===== config.mk =====
export PLATFORM = sky130hd
export DESIGN_NAME = pipe_control_unit_flat
export DESIGN_NICKNAME = d
export VERILOG_FILES = /design/src/rtl/ctrl_pkg.sv /design/src/rtl/pipe_control_unit_if.sv /design/src/rtl/ctrl_decoder.sv /design/src/rtl/pipe_control_unit.sv /design/src/flat_wrapper.sv
export SDC_FILE = /design/constraint.sdc
export NUM_CORES = 1
export LEC_CHECK = 0
export CORE_MARGIN = 3
export CORE_UTILIZATION = 43
export CTS_CLUSTER_SIZE = 12
export DETAILED_ROUTE_END_ITERATION = 7
export PLACE_DENSITY = 0.76
export RECOVER_POWER = 25
export SLEW_MARGIN = 40
export SYNTH_ARGS = -nofsm -noshare
export SYNTH_HDL_FRONTEND = slang
export SYNTH_HIERARCHICAL = 1
export SYNTH_SLANG_ARGS = --single-unit

===== constraint.sdc =====
create_clock -name clk -period 3.1 [get_ports clk]
set_input_delay 0.93 -clock clk [delete_from_list [all_inputs] [get_ports clk]]
set_output_delay 0.93 -clock clk [all_outputs]
set_load 0.005 [all_outputs]

===== src/rtl/ctrl_pkg.sv =====
// Shared encodings for the ID-stage control unit: opcodes, ALUOp values and
// the bit layout of the control bundle carried into ID/EX.
package ctrl_pkg;

  localparam logic [5:0] OP_RTYPE = 6'b000000;
  localparam logic [5:0] OP_J     = 6'b000010;
  localparam logic [5:0] OP_JAL   = 6'b000011;
  localparam logic [5:0] OP_BEQ   = 6'b000100;
  localparam logic [5:0] OP_BNE   = 6'b000101;
  localparam logic [5:0] OP_ADDI  = 6'b001000;
  localparam logic [5:0] OP_SLTI  = 6'b001010;
  localparam logic [5:0] OP_ANDI  = 6'b001100;
  localparam logic [5:0] OP_ORI   = 6'b001101;
  localparam logic [5:0] OP_LUI   = 6'b001111;
  localparam logic [5:0] OP_LW    = 6'b100011;
  localparam logic [5:0] OP_SW    = 6'b101011;

  localparam logic [2:0] ALUOP_ADD   = 3'd0;
  localparam logic [2:0] ALUOP_SUB   = 3'd1;
  localparam logic [2:0] ALUOP_FUNCT = 3'd2;
  localparam logic [2:0] ALUOP_AND   = 3'd3;
  localparam logic [2:0] ALUOP_OR    = 3'd4;
  localparam logic [2:0] ALUOP_SLT   = 3'd5;
  localparam logic [2:0] ALUOP_LUI   = 3'd6;

  localparam int CB_REGWRITE  = 0;
  localparam int CB_MEMTOREG  = 1;
  localparam int CB_BRANCH    = 2;
  localparam int CB_BRANCHNE  = 3;
  localparam int CB_MEMREAD   = 4;
  localparam int CB_MEMWRITE  = 5;
  localparam int CB_REGDST    = 6;
  localparam int CB_ALUSRC    = 7;
  localparam int CB_EXTOP     = 8;
  localparam int CB_JUMP      = 9;
  localparam int CB_LINK      = 10;
  localparam int CB_ALUOP_LSB = 11;
  localparam int CB_W         = 14;

  typedef logic [CB_W-1:0] ctrl_bundle_t;

  // Instructions whose rt field is a source operand (not a destination).
  function automatic logic uses_rt_f(input logic [5:0] op);
    return (op == OP_RTYPE) || (op == OP_SW) || (op == OP_BEQ) || (op == OP_BNE);
  endfunction

endpackage


===== src/rtl/pipe_control_unit_if.sv =====
// IF/ID-side inputs and ID/EX control outputs of the control unit.
interface pipe_control_unit_if #(
  parameter int ALUOP_W = 3
);
  logic               instr_valid;
  logic [5:0]         opcode;
  logic [4:0]         rs;
  logic [4:0]         rt;
  logic               stall_in;
  logic               flush_in;
  logic               wb_RegWrite_out;
  logic               wb_MemtoReg_out;
  logic               m_Branch_out;
  logic               m_BranchNe_out;
  logic               m_MemRead_out;
  logic               m_MemWrite_out;
  logic               ex_RegDst_out;
  logic               ex_ALUSrc_out;
  logic               ex_ExtOp_out;
  logic [ALUOP_W-1:0] ex_ALUOp_out;
  logic               id_Jump_out;
  logic               wb_Link_out;
  logic               ctrl_valid_out;
  logic               hazard_stall_out;
  logic               illegal_op_out;
  logic               illegal_sticky_out;

  modport slave (
    input  instr_valid, opcode, rs, rt, stall_in, flush_in,
    output wb_RegWrite_out, wb_MemtoReg_out, m_Branch_out, m_BranchNe_out,
           m_MemRead_out, m_MemWrite_out, ex_RegDst_out, ex_ALUSrc_out,
           ex_ExtOp_out, ex_ALUOp_out, id_Jump_out, wb_Link_out,
           ctrl_valid_out, hazard_stall_out, illegal_op_out, illegal_sticky_out
  );

  modport master (
    output instr_valid, opcode, rs, rt, stall_in, flush_in,
    input  wb_RegWrite_out, wb_MemtoReg_out, m_Branch_out, m_BranchNe_out,
           m_MemRead_out, m_MemWrite_out, ex_RegDst_out, ex_ALUSrc_out,
           ex_ExtOp_out, ex_ALUOp_out, id_Jump_out, wb_Link_out,
           ctrl_valid_out, hazard_stall_out, illegal_op_out, illegal_sticky_out
  );
endinterface


===== src/rtl/ctrl_decoder.sv =====
// Combinational opcode -> control bundle decode with legality and rt-use flags.
module ctrl_decoder
  import ctrl_pkg::*;
(
  input  logic [5:0]   opcode,
  output ctrl_bundle_t bundle,
  output logic         legal,
  output logic         uses_rt
);

  always_comb begin
    bundle  = '0;
    legal   = 1'b1;
    uses_rt = uses_rt_f(opcode);
    case (opcode)
      OP_RTYPE: begin
        bundle[CB_REGWRITE]        = 1'b1;
        bundle[CB_REGDST]          = 1'b1;
        bundle[CB_ALUOP_LSB +: 3]  = ALUOP_FUNCT;
      end
      OP_LW: begin
        bundle[CB_REGWRITE] = 1'b1;
        bundle[CB_MEMTOREG] = 1'b1;
        bundle[CB_MEMREAD]  = 1'b1;
        bundle[CB_ALUSRC]   = 1'b1;
        bundle[CB_EXTOP]    = 1'b1;
        bundle[CB_ALUOP_LSB +: 3] = ALUOP_ADD;
      end
      OP_SW: begin
        bundle[CB_MEMWRITE] = 1'b1;
        bundle[CB_ALUSRC]   = 1'b1;
        bundle[CB_EXTOP]    = 1'b1;
        bundle[CB_ALUOP_LSB +: 3] = ALUOP_ADD;
      end
      OP_BEQ: begin
        bundle[CB_BRANCH] = 1'b1;
        bundle[CB_EXTOP]  = 1'b1;
        bundle[CB_ALUOP_LSB +: 3] = ALUOP_SUB;
      end
      OP_BNE: begin
        bundle[CB_BRANCHNE] = 1'b1;
        bundle[CB_EXTOP]    = 1'b1;
        bundle[CB_ALUOP_LSB +: 3] = ALUOP_SUB;
      end
      OP_ADDI: begin
        bundle[CB_REGWRITE] = 1'b1;
        bundle[CB_ALUSRC]   = 1'b1;
        bundle[CB_EXTOP]    = 1'b1;
        bundle[CB_ALUOP_LSB +: 3] = ALUOP_ADD;
      end
      OP_ANDI: begin
        bundle[CB_REGWRITE] = 1'b1;
        bundle[CB_ALUSRC]   = 1'b1;
        bundle[CB_ALUOP_LSB +: 3] = ALUOP_AND;
      end
      OP_ORI: begin
        bundle[CB_REGWRITE] = 1'b1;
        bundle[CB_ALUSRC]   = 1'b1;
        bundle[CB_ALUOP_LSB +: 3] = ALUOP_OR;
      end
      OP_SLTI: begin
        bundle[CB_REGWRITE] = 1'b1;
        bundle[CB_ALUSRC]   = 1'b1;
        bundle[CB_EXTOP]    = 1'b1;
        bundle[CB_ALUOP_LSB +: 3] = ALUOP_SLT;
      end
      OP_LUI: begin
        bundle[CB_REGWRITE] = 1'b1;
        bundle[CB_ALUSRC]   = 1'b1;
        bundle[CB_ALUOP_LSB +: 3] = ALUOP_LUI;
      end
      OP_J: begin
        bundle[CB_JUMP] = 1'b1;
      end
      OP_JAL: begin
        bundle[CB_REGWRITE] = 1'b1;
        bundle[CB_JUMP]     = 1'b1;
        bundle[CB_LINK]     = 1'b1;
      end
      default: legal = 1'b0;
    endcase
  end

endmodule


===== src/rtl/pipe_control_unit.sv =====
// ID-stage control unit: registers the decoded bundle into ID/EX and applies
// reset/flush/stall/load-use/valid priority plus illegal-opcode reporting.
module pipe_control_unit
  import ctrl_pkg::*;
#(
  parameter int B         = 32,
  parameter int ALUOP_W   = 3,
  parameter bit HAZARD_EN = 1'b1
) (
  input logic                 clk,
  input logic                 reset_n,
  pipe_control_unit_if.slave  bus
);

  if (ALUOP_W < 3 || B < 32) begin : g_bad_param
    $error("pipe_control_unit: ALUOP_W must be >= 3 and B >= 32");
  end

  ctrl_bundle_t dec_bundle;
  logic         dec_legal;
  logic         dec_uses_rt;

  ctrl_decoder u_dec (
    .opcode  (bus.opcode),
    .bundle  (dec_bundle),
    .legal   (dec_legal),
    .uses_rt (dec_uses_rt)
  );

  ctrl_bundle_t bundle_q, bundle_d;
  logic         valid_q, valid_d;
  logic [4:0]   ex_rt_q, ex_rt_d;
  logic         illegal_q, illegal_d;
  logic         sticky_q, sticky_d;
  logic         hazard;

  // Load in EX whose destination feeds a source of the instruction in ID.
  always_comb begin
    hazard = HAZARD_EN && bus.instr_valid && valid_q && bundle_q[CB_MEMREAD] &&
             (ex_rt_q != 5'd0) &&
             ((ex_rt_q == bus.rs) || (dec_uses_rt && (ex_rt_q == bus.rt)));
  end

  always_comb begin
    bundle_d  = bundle_q;
    valid_d   = valid_q;
    ex_rt_d   = ex_rt_q;
    illegal_d = illegal_q;
    sticky_d  = sticky_q;
    if (bus.flush_in) begin
      bundle_d  = '0;
      valid_d   = 1'b0;
      illegal_d = 1'b0;
    end else if (bus.stall_in) begin
      // hold everything, including the pulse and ex_rt
    end else if (hazard || !bus.instr_valid) begin
      bundle_d  = '0;
      valid_d   = 1'b0;
      illegal_d = 1'b0;
    end else if (!dec_legal) begin
      bundle_d  = '0;
      valid_d   = 1'b0;
      illegal_d = 1'b1;
      sticky_d  = 1'b1;
    end else begin
      bundle_d  = dec_bundle;
      valid_d   = 1'b1;
      ex_rt_d   = bus.rt;
      illegal_d = 1'b0;
    end
  end

  always_ff @(posedge clk) begin
    if (!reset_n) begin
      bundle_q  <= '0;
      valid_q   <= 1'b0;
      ex_rt_q   <= 5'd0;
      illegal_q <= 1'b0;
      sticky_q  <= 1'b0;
    end else begin
      bundle_q  <= bundle_d;
      valid_q   <= valid_d;
      ex_rt_q   <= ex_rt_d;
      illegal_q <= illegal_d;
      sticky_q  <= sticky_d;
    end
  end

  assign bus.wb_RegWrite_out    = bundle_q[CB_REGWRITE];
  assign bus.wb_MemtoReg_out    = bundle_q[CB_MEMTOREG];
  assign bus.m_Branch_out       = bundle_q[CB_BRANCH];
  assign bus.m_BranchNe_out     = bundle_q[CB_BRANCHNE];
  assign bus.m_MemRead_out      = bundle_q[CB_MEMREAD];
  assign bus.m_MemWrite_out     = bundle_q[CB_MEMWRITE];
  assign bus.ex_RegDst_out      = bundle_q[CB_REGDST];
  assign bus.ex_ALUSrc_out      = bundle_q[CB_ALUSRC];
  assign bus.ex_ExtOp_out       = bundle_q[CB_EXTOP];
  assign bus.ex_ALUOp_out       = ALUOP_W'(bundle_q[CB_ALUOP_LSB +: 3]);
  assign bus.id_Jump_out        = bundle_q[CB_JUMP];
  assign bus.wb_Link_out        = bundle_q[CB_LINK];
  assign bus.ctrl_valid_out     = valid_q;
  assign bus.hazard_stall_out   = hazard;
  assign bus.illegal_op_out     = illegal_q;
  assign bus.illegal_sticky_out = sticky_q;

endmodule


===== src/flat_wrapper.sv =====
// flat-port wrapper written by rule: the top's interface ports become plain ports
module pipe_control_unit_flat import ctrl_pkg::*;
#(
  parameter int B         = 32,
  parameter int ALUOP_W   = 3,
  parameter bit HAZARD_EN = 1'b1
)
  (clk, reset_n, bus_instr_valid, bus_opcode, bus_rs, bus_rt, bus_stall_in, bus_flush_in, bus_wb_RegWrite_out, bus_wb_MemtoReg_out, bus_m_Branch_out, bus_m_BranchNe_out, bus_m_MemRead_out, bus_m_MemWrite_out, bus_ex_RegDst_out, bus_ex_ALUSrc_out, bus_ex_ExtOp_out, bus_ex_ALUOp_out, bus_id_Jump_out, bus_wb_Link_out, bus_ctrl_valid_out, bus_hazard_stall_out, bus_illegal_op_out, bus_illegal_sticky_out);
  pipe_control_unit_if #(.ALUOP_W(ALUOP_W)) bus_i ();
  input logic clk;
  input logic reset_n;
  input wire logic [$bits(bus_i.instr_valid)-1:0] bus_instr_valid;
  input wire logic [$bits(bus_i.opcode)-1:0] bus_opcode;
  input wire logic [$bits(bus_i.rs)-1:0] bus_rs;
  input wire logic [$bits(bus_i.rt)-1:0] bus_rt;
  input wire logic [$bits(bus_i.stall_in)-1:0] bus_stall_in;
  input wire logic [$bits(bus_i.flush_in)-1:0] bus_flush_in;
  output wire logic [$bits(bus_i.wb_RegWrite_out)-1:0] bus_wb_RegWrite_out;
  output wire logic [$bits(bus_i.wb_MemtoReg_out)-1:0] bus_wb_MemtoReg_out;
  output wire logic [$bits(bus_i.m_Branch_out)-1:0] bus_m_Branch_out;
  output wire logic [$bits(bus_i.m_BranchNe_out)-1:0] bus_m_BranchNe_out;
  output wire logic [$bits(bus_i.m_MemRead_out)-1:0] bus_m_MemRead_out;
  output wire logic [$bits(bus_i.m_MemWrite_out)-1:0] bus_m_MemWrite_out;
  output wire logic [$bits(bus_i.ex_RegDst_out)-1:0] bus_ex_RegDst_out;
  output wire logic [$bits(bus_i.ex_ALUSrc_out)-1:0] bus_ex_ALUSrc_out;
  output wire logic [$bits(bus_i.ex_ExtOp_out)-1:0] bus_ex_ExtOp_out;
  output wire logic [$bits(bus_i.ex_ALUOp_out)-1:0] bus_ex_ALUOp_out;
  output wire logic [$bits(bus_i.id_Jump_out)-1:0] bus_id_Jump_out;
  output wire logic [$bits(bus_i.wb_Link_out)-1:0] bus_wb_Link_out;
  output wire logic [$bits(bus_i.ctrl_valid_out)-1:0] bus_ctrl_valid_out;
  output wire logic [$bits(bus_i.hazard_stall_out)-1:0] bus_hazard_stall_out;
  output wire logic [$bits(bus_i.illegal_op_out)-1:0] bus_illegal_op_out;
  output wire logic [$bits(bus_i.illegal_sticky_out)-1:0] bus_illegal_sticky_out;
  assign bus_i.instr_valid = bus_instr_valid;
  assign bus_i.opcode = bus_opcode;
  assign bus_i.rs = bus_rs;
  assign bus_i.rt = bus_rt;
  assign bus_i.stall_in = bus_stall_in;
  assign bus_i.flush_in = bus_flush_in;
  assign bus_wb_RegWrite_out = bus_i.wb_RegWrite_out;
  assign bus_wb_MemtoReg_out = bus_i.wb_MemtoReg_out;
  assign bus_m_Branch_out = bus_i.m_Branch_out;
  assign bus_m_BranchNe_out = bus_i.m_BranchNe_out;
  assign bus_m_MemRead_out = bus_i.m_MemRead_out;
  assign bus_m_MemWrite_out = bus_i.m_MemWrite_out;
  assign bus_ex_RegDst_out = bus_i.ex_RegDst_out;
  assign bus_ex_ALUSrc_out = bus_i.ex_ALUSrc_out;
  assign bus_ex_ExtOp_out = bus_i.ex_ExtOp_out;
  assign bus_ex_ALUOp_out = bus_i.ex_ALUOp_out;
  assign bus_id_Jump_out = bus_i.id_Jump_out;
  assign bus_wb_Link_out = bus_i.wb_Link_out;
  assign bus_ctrl_valid_out = bus_i.ctrl_valid_out;
  assign bus_hazard_stall_out = bus_i.hazard_stall_out;
  assign bus_illegal_op_out = bus_i.illegal_op_out;
  assign bus_illegal_sticky_out = bus_i.illegal_sticky_out;
  pipe_control_unit #(.B(B), .ALUOP_W(ALUOP_W), .HAZARD_EN(HAZARD_EN)) u_core (.clk(clk), .reset_n(reset_n), .bus(bus_i));
endmodule

Yosys cells after proc, flatten, opt, wreduce, memory -nomap -nowiden
Index checks and enable logic that the tools add are counted.
Storage, ports and cells
  bits in registers: 22
  output and inout port bits: 18
  logic and storage cells: 63
Cells by class
  equal/unequal tests: 13
  muxes and demuxes: 18
  bitwise operators: 5
  reduce and logical (&&, ||, !) cells: 22
Operator list (number)
  $eq A6 B4 Y1 const B: 5
  $mux W14: 2
  $pmux W3 S6: 1
  $mux W1: 15
  $eq A6 B2 Y1 const B: 2
  $eq A6 B3 Y1 const B: 2
  $eq A6 B6 Y1 const B: 2
  $reduce_or A12 Y1: 1
  $eq A5 B5 Y1: 2
  $reduce_and A4 Y1: 2
  $reduce_or A8 Y1: 1
  $reduce_or A7 Y1: 1
  $logic_not A6 Y1: 1
  $reduce_or A2 Y1: 3
  $reduce_or A6 Y1: 1
  $logic_and A1 B1 Y1: 5
  $logic_or A1 B1 Y1: 5
  $not A1 Y1: 5
  $reduce_bool A5 Y1: 1
  $logic_not A1 Y1: 1

Logic depth before layout (Yosys ltp)
  depth in word-level cells: 10
  depth in mapped cells: 8
  depth with buffers taken out: 6

Modules after synthesis
Netlist, hierarchy kept.
By module, submodules not included
  pipe_control_unit: instances 1, cells each 120, area each 1073.5 um^2, seq. area each 440.4 um^2
  ctrl_decoder: instances 1, cells each 51, area each 334.1 um^2, seq. area each 0.0 um^2

Worst setup path before layout
No wires, ideal clock.
  path type: input to output
  start point: input bus_opcode[3]
  end point: output bus_hazard_stall_out
  arrival time: 2308 ps
  path slack: -138 ps
  stages: 7
  cell sequence: buf_2 -> inv_1 -> or3_1 -> a21oi_1 -> a32oi_2 -> buf_6 -> nor3b_1
On the way
  longest elaborated chain between the ends: 7
  elaborated cells between the ends (all ways): 10
Ends and longest elaborated chain
  from (decl): RTL line flat_wrapper.sv:13  | input wire logic [$bits(bus_i.opcode)-1:0] bus_opcode;
  $eq A6 B6 Y1 or $logic_not A6 Y1 (tied branches): RTL line ctrl_pkg.sv:44  | return (op == OP_RTYPE) || (op == OP_SW) || (op == OP_BEQ) || (op == OP_BNE);
  $logic_or A1 B1 Y1 (2 in a row): RTL line ctrl_pkg.sv:44
  $logic_or A1 B1 Y1 (*): RTL line ctrl_pkg.sv:44
  named net u_core.dec_uses_rt: RTL line pipe_control_unit.sv:21  | logic dec_uses_rt;
  $logic_and A1 B1 Y1 (*): RTL line pipe_control_unit.sv:41  | ((ex_rt_q == bus.rs) || (dec_uses_rt && (ex_rt_q == bus.rt)));
  $logic_or A1 B1 Y1 (*): RTL line pipe_control_unit.sv:41
  $logic_and A1 B1 Y1 (*): RTL line pipe_control_unit.sv:40  | (ex_rt_q != 5'd0) &&
  to (decl): RTL line flat_wrapper.sv:31  | output wire logic [$bits(bus_i.hazard_stall_out)-1:0] bus_hazard_stall_out;
The timed path passes the listed nets; every way through them passes the cells marked *.

Worst setup path after layout
  start point: input bus_opcode[5]
  end point: output bus_hazard_stall_out
Same word-level chain as after synthesis.

==> results.json <==
{
  "min-delay-start": "u_core/bus.illegal_op_out$_SDFFE_PP0N_",
  "tightest_slew_ns": 0.605,
  "drive_above_1_share": 0.222,
  "fmax_mhz": 325,
  "hold_violations": 0,
  "cts_hold_buf": 0,
  "power.switching_mw": 0.159,
  "clock_path_buffers": 2,
  "ys_ff_latch": 22,
  "numCtsBuffers": 3,
  "ys_seq_area_frac": 0.313,
  "overflow": 0,
  "swShare": 0.252,
  "fin_skew_ns": 0.00537,
  "r2r_cells": 7,
  "clock_sinks": 22,
  "intPower_mw": 0.472,
  "wl_mm": 3.64,
  "path_cells": "buf_6, buf_6, a2111o_1, a21oi_4, a32oi_4, nor3b_2, buf_2",
  "grt_pass1_vias": 1396,
  "synth-main-ff-cell": "dfxtp_1",
  "cap_violations": 0,
  "antenna_found_initial": 0,
  "run_status": "finished, final reports clean",
  "syn_area_sq_um": 1410,
  "crit_arrival_ns": 2.15,
  "ctsRootBufferMaster": "clkbuf_4",
  "hpwl_mm": 2.74,
  "report.final.slew_viol_count": 0,
  "async_flop_share": 0,
  "min_path_cells": 2,
  "yosysWarnings": 6,
  "post-route-period-util": 0.992,
  "design.core.area_sq_um": 3080,
  "grt_pass1_wl_mm": 6.19,
  "die_y_um": 63.2,
  "cp_data_required_time_ns": 2.17,
  "pwr-share-clk": 0.358,
  "ir_drop_mv": 0.200,
  "num_rows": 20,
  "whs_ns": 0.472,
  "dpl_worst_slack_ns": -0.790,
  "seq_power_share": 0.455,
  "min_to": "u_core/bus.illegal_op_out$_SDFFE_PP0N_",
  "syn_avg_cell_area_sq_um": 8.23,
  "dp_cells": 255,
  "dr.pass1.iters": 4,
  "viasPerCell": 5.58,
  "syn_nets": 192,
  "min_path_type": "register to register",
  "path_clk_slew_ns": 0.13,
  "setup_violations": 0,
  "clkLatencyLatePin_ns": 0.31,
  "io_pins": 39,
  "rsz0062_at_grt": "yes",
  "nNetsFinal": 238,
  "p_leak_nw": 0.750,
  "drt_iter0_markers": 65,
  "ys_types": 44,
  "total_power_mw": 0.631,
  "die-area_sq_um": 4000,
  "syn_inst": 171,
  "power_density_nw_per_um2": 323,
  "crit_start": "bus_opcode[5]",
  "max_stage_delay_ns": 0.38,
  "slew_headroom": 0.597,
  "die-width_um": 63.2,
  "crit_top_cell": "buf_6",
  "slowest_stage": "a2111o_1",
  "wl_per_cell_um": 14.0,
  "tritoncts": "yes",
  "io_buffers": 38,
  "r2r_start": "u_core/ex_rt_q[3]$_SDFFE_PN0P_",
  "area_growth_pct": 38.7,
  "comb_power_share": 0.187,
  "crit_fanout": 2,
  "htreeDepth": 1,
  "gp_congestion": 0.811,
  "startpoint_type": "input port",
  "ant_nets": 0,
  "cp-end-kind": "primary output",
  "r2r-end": "u_core/ex_rt_q[0]$_SDFFE_PN0P_",
  "instances_no_fill": 260,
  "fillers": 287,
  "r2r_slack_ns": 1.16,
  "n_antenna_cell": 0,
  "drc": 0,
  "gr-usage-all-layers": 0.189,
  "criticalPathCategory": "input port to primary output",
  "period_needed_ns": 3.08,
  "grt_start_max_net_pins": 18,
  "synth_edf_count": 0,
  "start_util": 0.457,
  "setup_ws_ns": 0.0237,
  "vias": 1450
}
power by group through the flow:
stage               Combinational (mW)  Sequential, mW  Clock [mW]
floorplan                       0.0623           0.293           0
global placement                 0.115           0.293           0
detailed placement               0.118           0.293           0
CTS                              0.117           0.287       0.232
global route                     0.128           0.287       0.246
finish                           0.118           0.287       0.226
worst max-delay path, delay by kind of cell:
kind / cells / cell delay, ns
buf+inv: 3 / 0.34
simple gates: 1 / 0.19
compound gates: 3 / 0.68
Yosys cell counts (3+ instances only):
cell type / n / area, sq um
o2111ai_1: 14 / 123
nor3_1: 3 / 15.0
mux2i_1: 6 / 60.1
clkbuf_1: 5 / 18.8
inv_1: 4 / 15.0
dfxtp_1: 22 / 440
nor2_1: 4 / 15.0
buf_2: 5 / 25.0
nor4_1: 3 / 18.8
nand2b_1: 6 / 37.5
a21oi_1: 21 / 105
xor2_1: 9 / 78.8
nor3b_1: 3 / 22.5
nand2_1: 29 / 109
sequential cells by signal, summed over array words and instances, names as in the netlist:
name and count:
u_core/ex_rt_q 5, u_core/bus.illegal_sticky_out 1, u_core/bundle_q 14, u_core/bus.illegal_op_out 1
u_core/bus.ctrl_valid_out 1
routing by layer:
layer  routed length (um)  up-vias  GRT usage
li1                     -      728          -
met1                 1560      673      0.225
met2                 1860       45      0.344
met3                  182        4     0.0232
met4                   40        0     0.0701
met5                    0        -          0
timing repair:
action / CTS / global route
buffers inserted: 1 / 0
setup endpoints to repair: 1 / 1
resized for setup: 50 / 2
pin swaps: 7 / 2
cells by family (layout without fill, tap and decap cells):
family | count (synthesis) | in the layout | share of synthesized area
xor gates and xnor gates | 10 | 10 | 0.0622
muxes | 7 | 7 | 0.0507
adders and majority gates | 1 | 1 | 0.00711
buffers and inverters | 20 | 65 | 0.0791
AOI/OAI and AO/OA | 50 | 50 | 0.262
DFF | 22 | 22 | 0.313
and+or+nand+nor | 61 | 61 | 0.226
worst max-delay path by stage:
stage,endpoint,slack [ns]
floorplan,bus_hazard_stall_out,0.005
global placement,bus_hazard_stall_out,-0.77
detailed placement,bus_hazard_stall_out,-0.79
CTS,bus_hazard_stall_out,-0.0005
global route,bus_hazard_stall_out,-0.05
finish,bus_hazard_stall_out,0.02
cells in the final DEF (no fill, tap or decap), drive strengths merged, types with 6 or more instances in the layout:
cell type	synthesis	routed
xor2	9	9
dfxtp	22	22
a21oi	21	21
clkdlybuf4s50	0	16
dlygate4sd3	0	9
nand2b	6	6
mux2i	6	6
buf	11	28
nand2	29	29
o2111ai	14	14
through the flow:
stage          setup TNS, ns  area, sq um  utilization
3_5_place_dp          -0.882         1900        0.618
5_1_grt              -0.0514         1950        0.634
2_1_floorplan              0         1430            -
6_report                   0         1950        0.634
3_3_place_gp          -0.774         1900        0.618
4_1_cts            -0.000463         1950        0.635
final cells by class:
class	count	area, sq um	area share
multi-input cells	129	901	0.462
inverters	4	15.0	0.00769
clock buffers	3	22.5	0.0115
well taps	44	55.1	0.0282
flip-flops and latches	22	440	0.226
clock inverters	1	30.0	0.0154
repair buffers	57	488	0.250
Note: power is estimated with default switching activity, not from simulation.
